<file path="src/rtl/sar_search_if.sv">
// Handshake and comparator bundle between the SAR search controller and its driver.
interface sar_search_if #(
   parameter int N = 8
);
   logic         start;
   logic         greater;
   logic         lesser;
   logic         equal;
   logic [N-1:0] trial;
   logic         busy;
   logic         done;
   logic [N-1:0] result;
   logic         err;

   modport master (
      output start, greater, lesser, equal,
      input  trial, busy, done, result, err
   );

   modport slave (
      input  start, greater, lesser, equal,
      output trial, busy, done, result, err
   );
endinterface

</file>
<file path="src/rtl/sar_search.sv">
// Successive-approximation search controller driving an external magnitude comparator.
// Optional feature: define SAR_EARLY_EXIT_EN to finish a search as soon as the comparator reports equal.
module sar_search #(
   parameter int N = 8
) (
   input  logic        clk,
   input  logic        rst,
   sar_search_if.slave bus
);

   localparam logic [1:0] S_IDLE   = 2'd0;
   localparam logic [1:0] S_SEARCH = 2'd1;
   localparam logic [1:0] S_DONE   = 2'd2;

   logic [1:0]   state;
   logic [N-1:0] acc;
   logic [N-1:0] mask;
   logic [N-1:0] result_r;
   logic         err_r;
   logic [N-1:0] trial_w;
   logic [N-1:0] acc_nxt;
   logic         early_w;

   // Exactly one of three flags: odd population, but not all three.
   function automatic logic flags_onehot(input logic g, input logic l, input logic e);
      return (g ^ l ^ e) & ~(g & l & e);
   endfunction

   assign trial_w = acc | mask;
   assign acc_nxt = (bus.greater || bus.equal) ? trial_w : acc;

`ifdef SAR_EARLY_EXIT_EN
   assign early_w = bus.equal;
`else
   assign early_w = 1'b0;
`endif

   always_ff @(posedge clk or posedge rst) begin
      if (rst) begin
         state    <= S_IDLE;
         acc      <= '0;
         mask     <= '0;
         result_r <= '0;
         err_r    <= 1'b0;
      end else begin
         case (state)
            S_IDLE: begin
               if (bus.start) begin
                  state <= S_SEARCH;
                  acc   <= '0;
                  mask  <= {1'b1, {(N-1){1'b0}}};
                  err_r <= 1'b0;
               end
            end
            S_SEARCH: begin
               if (!flags_onehot(bus.greater, bus.lesser, bus.equal)) begin
                  // Inconsistent comparator: report what was recovered so far.
                  err_r    <= 1'b1;
                  result_r <= acc;
                  mask     <= '0;
                  state    <= S_DONE;
               end else begin
                  acc <= acc_nxt;
                  if (early_w || mask[0]) begin
                     result_r <= acc_nxt;
                     mask     <= '0;
                     state    <= S_DONE;
                  end else begin
                     mask <= mask >> 1;
                  end
               end
            end
            S_DONE: begin
               state <= S_IDLE;
            end
            default: begin
               state <= S_IDLE;
            end
         endcase
      end
   end

   assign bus.trial  = trial_w;
   assign bus.busy   = (state == S_SEARCH);
   assign bus.done   = (state == S_DONE);
   assign bus.result = result_r;
   assign bus.err    = err_r;

endmodule

</file>
<file path="src/flat_wrapper.sv">
// flat-port wrapper written by rule: the top's interface ports become plain ports
module sar_search_flat 
#(
   parameter int N = 8
)
  (clk, rst, bus_start, bus_greater, bus_lesser, bus_equal, bus_trial, bus_busy, bus_done, bus_result, bus_err);
  sar_search_if #(.N(N)) bus_i ();
  input  logic clk;
  input  logic rst;
  input wire logic [$bits(bus_i.start)-1:0] bus_start;
  input wire logic [$bits(bus_i.greater)-1:0] bus_greater;
  input wire logic [$bits(bus_i.lesser)-1:0] bus_lesser;
  input wire logic [$bits(bus_i.equal)-1:0] bus_equal;
  output wire logic [$bits(bus_i.trial)-1:0] bus_trial;
  output wire logic [$bits(bus_i.busy)-1:0] bus_busy;
  output wire logic [$bits(bus_i.done)-1:0] bus_done;
  output wire logic [$bits(bus_i.result)-1:0] bus_result;
  output wire logic [$bits(bus_i.err)-1:0] bus_err;
  assign bus_i.start = bus_start;
  assign bus_i.greater = bus_greater;
  assign bus_i.lesser = bus_lesser;
  assign bus_i.equal = bus_equal;
  assign bus_trial = bus_i.trial;
  assign bus_busy = bus_i.busy;
  assign bus_done = bus_i.done;
  assign bus_result = bus_i.result;
  assign bus_err = bus_i.err;
  sar_search #(.N(N)) u_core (.clk(clk), .rst(rst), .bus(bus_i));
endmodule
</file>
<file path="config.mk">
export PLATFORM = sky130hd
export DESIGN_NAME = sar_search_flat
export DESIGN_NICKNAME = d
export VERILOG_FILES = /design/src/rtl/sar_search_if.sv /design/src/rtl/sar_search.sv /design/src/flat_wrapper.sv
export SDC_FILE = /design/constraint.sdc
export NUM_CORES = 1
export LEC_CHECK = 0
export ABC_AREA = 1
export CAP_MARGIN = 20
export CORE_UTILIZATION = 25
export DETAILED_ROUTE_END_ITERATION = 12
export PLACE_DENSITY_LB_ADDON = 0.15
export SLEW_MARGIN = 40
export SYNTH_ARGS = -nofsm -noshare
export SYNTH_HDL_FRONTEND = slang
export SYNTH_SLANG_ARGS = --single-unit
</file>
<file path="constraint.sdc">
create_clock -name clk -period 3.1 [get_ports clk]
set_input_delay 0.62 -clock clk [delete_from_list [all_inputs] [get_ports clk]]
set_output_delay 0.62 -clock clk [all_outputs]
set_load 0.05 [all_outputs]
</file>
# --- Word-level counts from Yosys, hierarchy flattened ---
# Index checks and enable logic that the tools add are counted.
classes:
  add_sub_neg: 0
  order_cmp: 0
  mul: 0
  mux: 17
  n_shift: 0
  reduce_logical: 8
  div: 0
  n_eq_ne: 7
  bitwise: 7
op_table:
  columns: ["op", "n"]
  rows:
  - ["$mux W8", 7]
  - ["$pmux W8 S2", 2]
  - ["$or A8 B8 Y8", 1]
  - ["$mux W7", 1]
  - ["$mux W2", 3]
  - ["$reduce_and A2 Y1", 3]
  - ["$reduce_and A3 Y1", 2]
  - ["$ne A2 B1 Y1 const B", 2]
  - ["$ne A2 B2 Y1 const B", 2]
  - ["$pmux W2 S2", 1]
  - ["$and A1 B1 Y1", 3]
  - ["$ne A3 B2 Y1 const B", 1]
  - ["$eq A2 B1 Y1 const B", 1]
  - ["$eq A2 B2 Y1 const B", 1]
  - ["$logic_not A2 Y1", 1]
  - ["$mux W1", 2]
  - ["$pmux W1 S2", 1]
  - ["$reduce_bool A2 Y1", 1]
  - ["$xor A1 B1 Y1", 2]
  - ["$logic_or A1 B1 Y1", 1]
  - ["$not A1 Y1", 1]
totals:
  latchBits: 0
  input_bits: 6
  wordCells: 44
  reg_bits: 27
  memories: 0
  mem_bits_rw: 0
  romBits: 0
  out_inout_bits: 19

# --- Longest topological paths before layout ---
# Gate-level depths: netlist of run 1.
depth:
  word_depth: 6
  depth_mapped: 8
  depth_no_buf: 8

# --- Worst setup path before layout of run 1 ---
# Ideal clock, no wire load.
synth_path:
  kind: "register -> output"
  from: "register u_core.state[1]"
  to: "output bus_done"
  t_arrival_ns: 1.089
  setup_slack_ns: 1.391
  path_buffers: 0
  required_time_ns: 2.480
  path_stages_with_launch: 3
  path_cell_list: "dfrtp_1 inv_1 nor2_1"
synth_between:
  elab_chain_len: 1
synth_lines:
  columns: ["item", "line_no", "rtl"]
  rows:
  - ["start, declared", "sar_search.sv:15", "logic [1:0] state;"]
  - ["start signal, assigned", "sar_search.sv:40", "state <= S_IDLE;"]
  - ["start signal, assigned", "sar_search.sv:49", "state <= S_SEARCH;"]
  - ["start signal, assigned", "sar_search.sv:61", "state <= S_DONE;"]
  - ["$eq A2 B2 Y1", "sar_search.sv:85", "assign bus.done = (state == S_DONE);"]
  - ["end, declared", "flat_wrapper.sv:16", "output wire logic [$bits(bus_i.done)-1:0] bus_done;"]
# No other way between the ends.

# --- Worst setup path after layout of run 1 ---
layout_path:
  from: "register u_core.state[1]"
  to: "output bus_busy"
layout_between:
  elab_chain_len: 1
layout_lines:
  columns: ["item", "line_no", "rtl"]
  rows:
  - ["$eq A2 B1 Y1", "sar_search.sv:84", "assign bus.busy = (state == S_SEARCH);"]
  - ["end, declared", "flat_wrapper.sv:15", "output wire logic [$bits(bus_i.busy)-1:0] bus_busy;"]
# No other way between the ends.

==> run summary, run 1 <==
=========================================================================================
Status ..................................................................... complete, no violations
Vias in the first global route .............................................         1132
Final design area excluding fillers ........................................    1680 um^2
CP max FO ..................................................................            3
Area delta synth->final ....................................................        29.2%
Wire length of the first global-routing pass ...............................      5090 um
Clock Skews ................................................................   0.00142 ns
Number of max-cap violations ...............................................            0
Yosys Warn Count ...........................................................            0
Clock-pin slew on the worst setup and hold paths ...........................      0.10 ns
Required time at the endpoint of the critical path .........................      2.48 ns
Share of the yosys chip area belonging to registers ........................        0.519
Static leakage .............................................................  0.000850 uW
Setup crit start kind ......................................................    flip-flop
Type of element capturing the critical path ................................  output port
Area of the die ............................................................    5500 um^2
Final ANT Viol Nets ........................................................            0
Largest net degree at the start of global routing ..........................           28
Setup TNS after final layout ...............................................         0 ns
Total core area ............................................................    4880 um^2
Final Max Tran Viols .......................................................            0
Residual DRC ...............................................................            0
Hold depth .................................................................            2
Net count reported at finish ...............................................          196
Final clock period utilization by the worst path ...........................        0.748
Maximum level of the CTS H-tree ............................................            1
Max Clock Freq .............................................................    0.431 GHz
Class of the worst hold path ............................................... flip-flop to flip-flop
Routed wire per std cell ...................................................      11.7 um
Detailed-routing iteration count for the pre-antenna-repair pass ...........            4
Maximum vdd ir drop ........................................................     0.256 mV
# hold bufs at CTS .........................................................            0
Slew HR ....................................................................        0.660
Worst reg-to-reg setup slack ...............................................      1.89 ns
Post-layout util ...........................................................        0.345
Type of the worst setup path ............................................... flip-flop to output port
Count of input and output buffers ..........................................           24
Chip width .................................................................      74.1 um
EDFF count, synth ..........................................................            0
Dominant cell type by area after synthesis .................................      dfrtp_1
Count leader, synth ........................................................      nand2_1
Area share of the leading cell type in the synthesized netlist .............        0.519
Count of endpoints failing setup in the final report .......................            0
Least-Margin Pin Slew ......................................................     0.508 ns
Data arrival time of the critical path .....................................      1.70 ns
Post-Place Cell Area .......................................................    1630 um^2
Number of clock sinks ......................................................           27
Fill cell total of the finished layout .....................................          536
Layout cells sized above 1 .................................................        0.117
TritonCTS Buffers ..........................................................            3
Nets in the synthesized netlist ............................................          166
Combined global-route utilization of all metal layers ......................        0.123
Buffer type at the clock tree root .........................................     clkbuf_8
Instance count of the mapped netlist .......................................          159
CTS Buffer Depth ...........................................................            2
Starting density of the core ...............................................        0.267
Mapped cell area ...........................................................    1300 um^2
Number of antenna repair diodes ............................................            0
Gates resized, CTS repair ..................................................            0
Number of vias per cell ....................................................         4.15
Overall die height .........................................................      74.1 um
Count of unique library cells instantiated by Yosys ........................           18
Fin. Hold Viols ............................................................            0
Iter 0 DRT Violations ......................................................           36
Number of antenna violations at the first check in global routing ..........            0
Main flop type after synthesis .............................................      dfrtp_1
Buffer count from post-CTS setup fixing ....................................            0
Clock tree from TritonCTS ..................................................          yes
Syn_area_per_cell ..........................................................    8.18 um^2
Final Total Pwr ............................................................      1040 uW
I/O pin count ..............................................................           25
Unrepaired setup endpoints after global routing ............................           no
Clock Latency Late Sink ....................................................      0.27 ns
GRT overflow ...............................................................            0
Sum of routed wire length over all layers ..................................      2990 um
RD Place Congestion ........................................................        0.733
Synth area leaders ......................................................... dfrtp_1 52%, nand2_1 18%, inv_1 6.6%, o21ai_2 4.7%, a21oi_1 3.8%
Worst r2r path cells .......................................................            6
Proportion of register bits with asynchronous set or reset after synthesis .         1.00
Tmin final .................................................................      2.32 ns
Post-synthesis register bit count ..........................................           27
Ranking of synthesized cells by instance count ............................. 61 x nand2_1, 27 x dfrtp_1, 23 x inv_1
Detailed placement HPWL ....................................................      2200 um
Total number of vias .......................................................         1057
Number of standard-cell rows in the floorplan ..............................           25
P per Cell Area ............................................................  617 nW/um^2
=========================================================================================
final timing paths:
path,endpoint,start
min in group asynchronous,u_core.bus.result[7],rst
max,bus_busy,u_core.state[1]
min,u_core.bus.result[6],u_core.bus.result[6]
max in group asynchronous,u_core.acc[2],rst
max reg2reg,u_core.bus.result[5],u_core.state[1]
min reg2reg,u_core.bus.result[6],u_core.bus.result[6]
sequential cells by signal, summed over array words and instances (netlist names):
signal             flops
u_core.state           2
u_core.mask            8
u_core.bus.err         1
u_core.acc             8
u_core.bus.result      8
cell families (layout without fill, tap and decap cells):
group                    after synthesis  after routing  share of synthesized area
AO/OA/AOI/OAI                         26             26                      0.120
adder cells (fa/ha/maj)                1              1                    0.00961
buffers and inverters                 26             55                     0.0798
flip-flops                            27             27                      0.519
AND/OR/NAND/NOR                       79             79                      0.271
final cells by class:
cell class	instances	area [um^2]	share of cell area
Clock buffer	3	41.3	0.0246
Clock inverter	1	7.51	0.00446
Inverter	25	96.3	0.0573
Multi-Input combinational cell	106	522	0.310
Sequential cell	27	676	0.402
Tap cell	67	83.8	0.0499
Timing Repair Buffer	26	255	0.152
worst max-delay path, stage by stage (launching register included):
cell and delay, ns:
dfrtp_1 0.44, nor2_4 0.16, clkdlybuf4s50_1 0.83
metrics by stage:
stage	instances	hold WS, ns	worst slack (ns)
after floorplan	159	0.455	1.39
after global placement	251	0.467	1.03
after detailed placement	251	0.469	0.966
after CTS	255	0.496	0.776
after global routing	255	0.517	0.727
final	255	0.491	0.782
placed cells by master (no fill, tap or decap), drive strengths merged:
cell type	netlist	routed
a21oi	10	10
nand4	1	1
buf	1	2
o21ai	16	16
nand2	63	63
clkdlybuf4s50	0	24
nand3b	1	1
clkbuf	0	3
inv	25	25
dfrtp	27	27
ha	1	1
clkinvlp	0	1
nor2	12	12
nand3	2	2
report_power, final:
| group | internal (uW) | switching, uW |
|---|---|---|
| clock network | 91.4 | 121 |
| registers | 388 | 19.8 |
| logic | 122 | 294 |
| total | 602 | 435 |
per-layer routing:
metal,vias up,track usage,wire length [um]
li1,544,-,-
met1,495,0.168,1550
met2,16,0.200,1330
met3,2,0.0163,79
met4,0,0.0449,22
met5,-,0,0
Power figures use the tool's default switching activity.
==> run 2: changes to the inputs <==
Clock period 3.1 ns to 2.25 ns, I/O delays scaled along.
==> run summary, run 2 (synthesis results as in run 1) <==
================================================================================
Maximum level of the CTS H-tree ...................................            1   unchanged
Clock-pin slew on the worst setup and hold paths ..................      0.10 ns   about the same
Routed wire per std cell ..........................................      11.9 um   +1.1%
Area of the die ...................................................    5500 um^2   unchanged
Commonest non-fill, non-tap cells in the layout ................... 61 x nand2_1, 27 x dfrtp_1, 23 x inv_1, 23 x clkdlybuf4s50_1
Number of clock sinks .............................................           27   unchanged
Chip width ........................................................      74.1 um   unchanged
Residual DRC ......................................................            0   unchanged
GRT overflow ......................................................            0   unchanged
Clock tree from TritonCTS .........................................          yes
Layout cells sized above 1 ........................................        0.117   unchanged
Setup crit start kind .............................................    flip-flop
Type of element capturing the critical path .......................  output port
Combined global-route utilization of all metal layers .............        0.126   +0.00244
Final ANT Viol Nets ...............................................            0   unchanged
Setup TNS after final layout ......................................         0 ns   unchanged
Final Max Tran Viols ..............................................            0   unchanged
Data arrival time of the critical path ............................      1.67 ns   -0.03 ns
Type of the worst setup path ...................................... flip-flop to output port
Buffer type at the clock tree root ................................     clkbuf_8
Wire length of the first global-routing pass ......................      5110 um   +0.41%
RD Place Congestion ...............................................        0.805   +9.8%
P per Cell Area ...................................................  844 nW/um^2   +37%
Fill cell total of the finished layout ............................          525   -2.1%
Least-Margin Pin Slew .............................................     0.501 ns   -0.00746 ns
Final Total Pwr ...................................................      1410 uW   +36%
Gates resized, CTS repair .........................................            0   unchanged
Final clock period utilization by the worst path ..................        0.941
Post-Route Hold Slack .............................................     0.486 ns   -0.00527 ns
TritonCTS Buffers .................................................            3   unchanged
Vias in the first global route ....................................         1138   +0.53%
Status ............................................................ complete, no violations
Detailed placement HPWL ...........................................      2260 um   +2.5%
Clock Skews .......................................................   0.00850 ns   +0.00709 ns
# hold bufs at CTS ................................................            0   unchanged
Unrepaired setup endpoints after global routing ...................           no
Post-layout util ..................................................        0.343   -0.00128
Most common cell after layout, fill and taps aside ................      nand2_1
Clock Latency Late Sink ...........................................      0.28 ns   about the same
Cell with the largest stage delay on the worst path ............... clkdlybuf4s50_1
Area delta synth->final ...........................................        28.8%
Number of standard-cell rows in the floorplan .....................           25   unchanged
Area occupied by registers ........................................     676 um^2   unchanged
Slew HR ...........................................................        0.665   +0.00499
Number of max-cap violations ......................................            0   unchanged
Cells along the critical path ..................................... inv_1, nor2_1, clkdlybuf4s50_1
Total core area ...................................................    4880 um^2   unchanged
Static leakage ....................................................  0.000853 uW   +0.28%
Multi-input gate area in the final layout .........................     522 um^2   unchanged
Overall die height ................................................      74.1 um   unchanged
Starting density of the core ......................................        0.267   unchanged
Maximum vdd ir drop ...............................................     0.395 mV   +54%
Class of the worst hold path ...................................... flip-flop to flip-flop
Largest stage delay, worst path ...................................      0.80 ns   -0.03 ns
Buffer count from post-CTS setup fixing ...........................            0   unchanged
Count of endpoints failing setup in the final report ..............            0   unchanged
I/O pin count .....................................................           25   unchanged
CP max FO .........................................................            3   unchanged
Number of antenna repair diodes ...................................            0   unchanged
Max Clock Freq ....................................................    0.472 GHz
Count of input and output buffers .................................           24   unchanged
Total number of vias ..............................................         1111   +5.1%
Detailed-routing iteration count for the pre-antenna-repair pass ..            4   unchanged
Final design area excluding fillers ...............................    1680 um^2   -0.37%
Tmin final ........................................................      2.12 ns
Fin. Hold Viols ...................................................            0   unchanged
Number of vias per cell ...........................................         4.36   +5.1%
Largest delay share family, worst path ............................ buffers and inverters
Net count reported at finish ......................................          196   unchanged
CTS Buffer Depth ..................................................            2   unchanged
Largest net degree at the start of global routing .................           28   unchanged
Crit path buf inv count ...........................................            2   +1
Number of antenna violations at the first check in global routing .            0   unchanged
Iter 0 DRT Violations .............................................           58   +61%
Required time at the endpoint of the critical path ................      1.80 ns   -0.68 ns
Sum of routed wire length over all layers .........................      3020 um   +1.1%
Post-Place Cell Area ..............................................    1630 um^2   -0.15%
================================================================================
[run 2: path summary, 6_finish.rpt]
kind,start,end,slack (ns),cells past startpoint
max,u_core.state[1],bus_done,0.13,3
min,u_core.mask[4],u_core.mask[4],0.49,2
max reg2reg,u_core.state[1],u_core.mask[1],1.03,4
min reg2reg,u_core.mask[4],u_core.mask[4],0.49,2
max in group asynchronous,rst,u_core.mask[1],1.45,3
min in group asynchronous,rst,u_core.acc[0],0.52,3
[run 2: layer usage]
metal	GRT usage	routed length (um)	vias to the layer above	share of wire
li1	-	-	545	-
met1	0.158	1420	530	0.47
met2	0.212	1440	32	0.48
met4	0.0363	27	0	0.0089
met5	0	0	-	0
met3	0.0325	139	4	0.046
[run 2: report_power, final]
part,total (uW),switching [uW],leakage (uW),internal (uW)
Sequential,562,27.0,0.000369,535
Clock,281,154,0.0000228,127
Combinational,571,405,0.000461,166
[run 2: worst register-to-register path, stage by stage, from the launching register on]
cell and delay, ns:
dfrtp_1 0.43, nor2_4 0.17, buf_4 0.22, nand3_4 0.17, o21ai_2 0.16
[run 2: cell type report]
cell class / instances / area share
sequential: 27 / 0.403
multi-input combinational: 106 / 0.311
timing repair buffer: 26 / 0.151
inverter: 25 / 0.0575
tap: 67 / 0.0500
clock buffer: 4 / 0.0269
[run 2: metrics by stage]
stage / std cells / setup WS, ns
final: 255 / 0.133
after global routing: 255 / 0.0427
after CTS: 255 / 0.113
after detailed placement: 251 / 0.283
after global placement: 251 / 0.328
after floorplan: 159 / 0.711
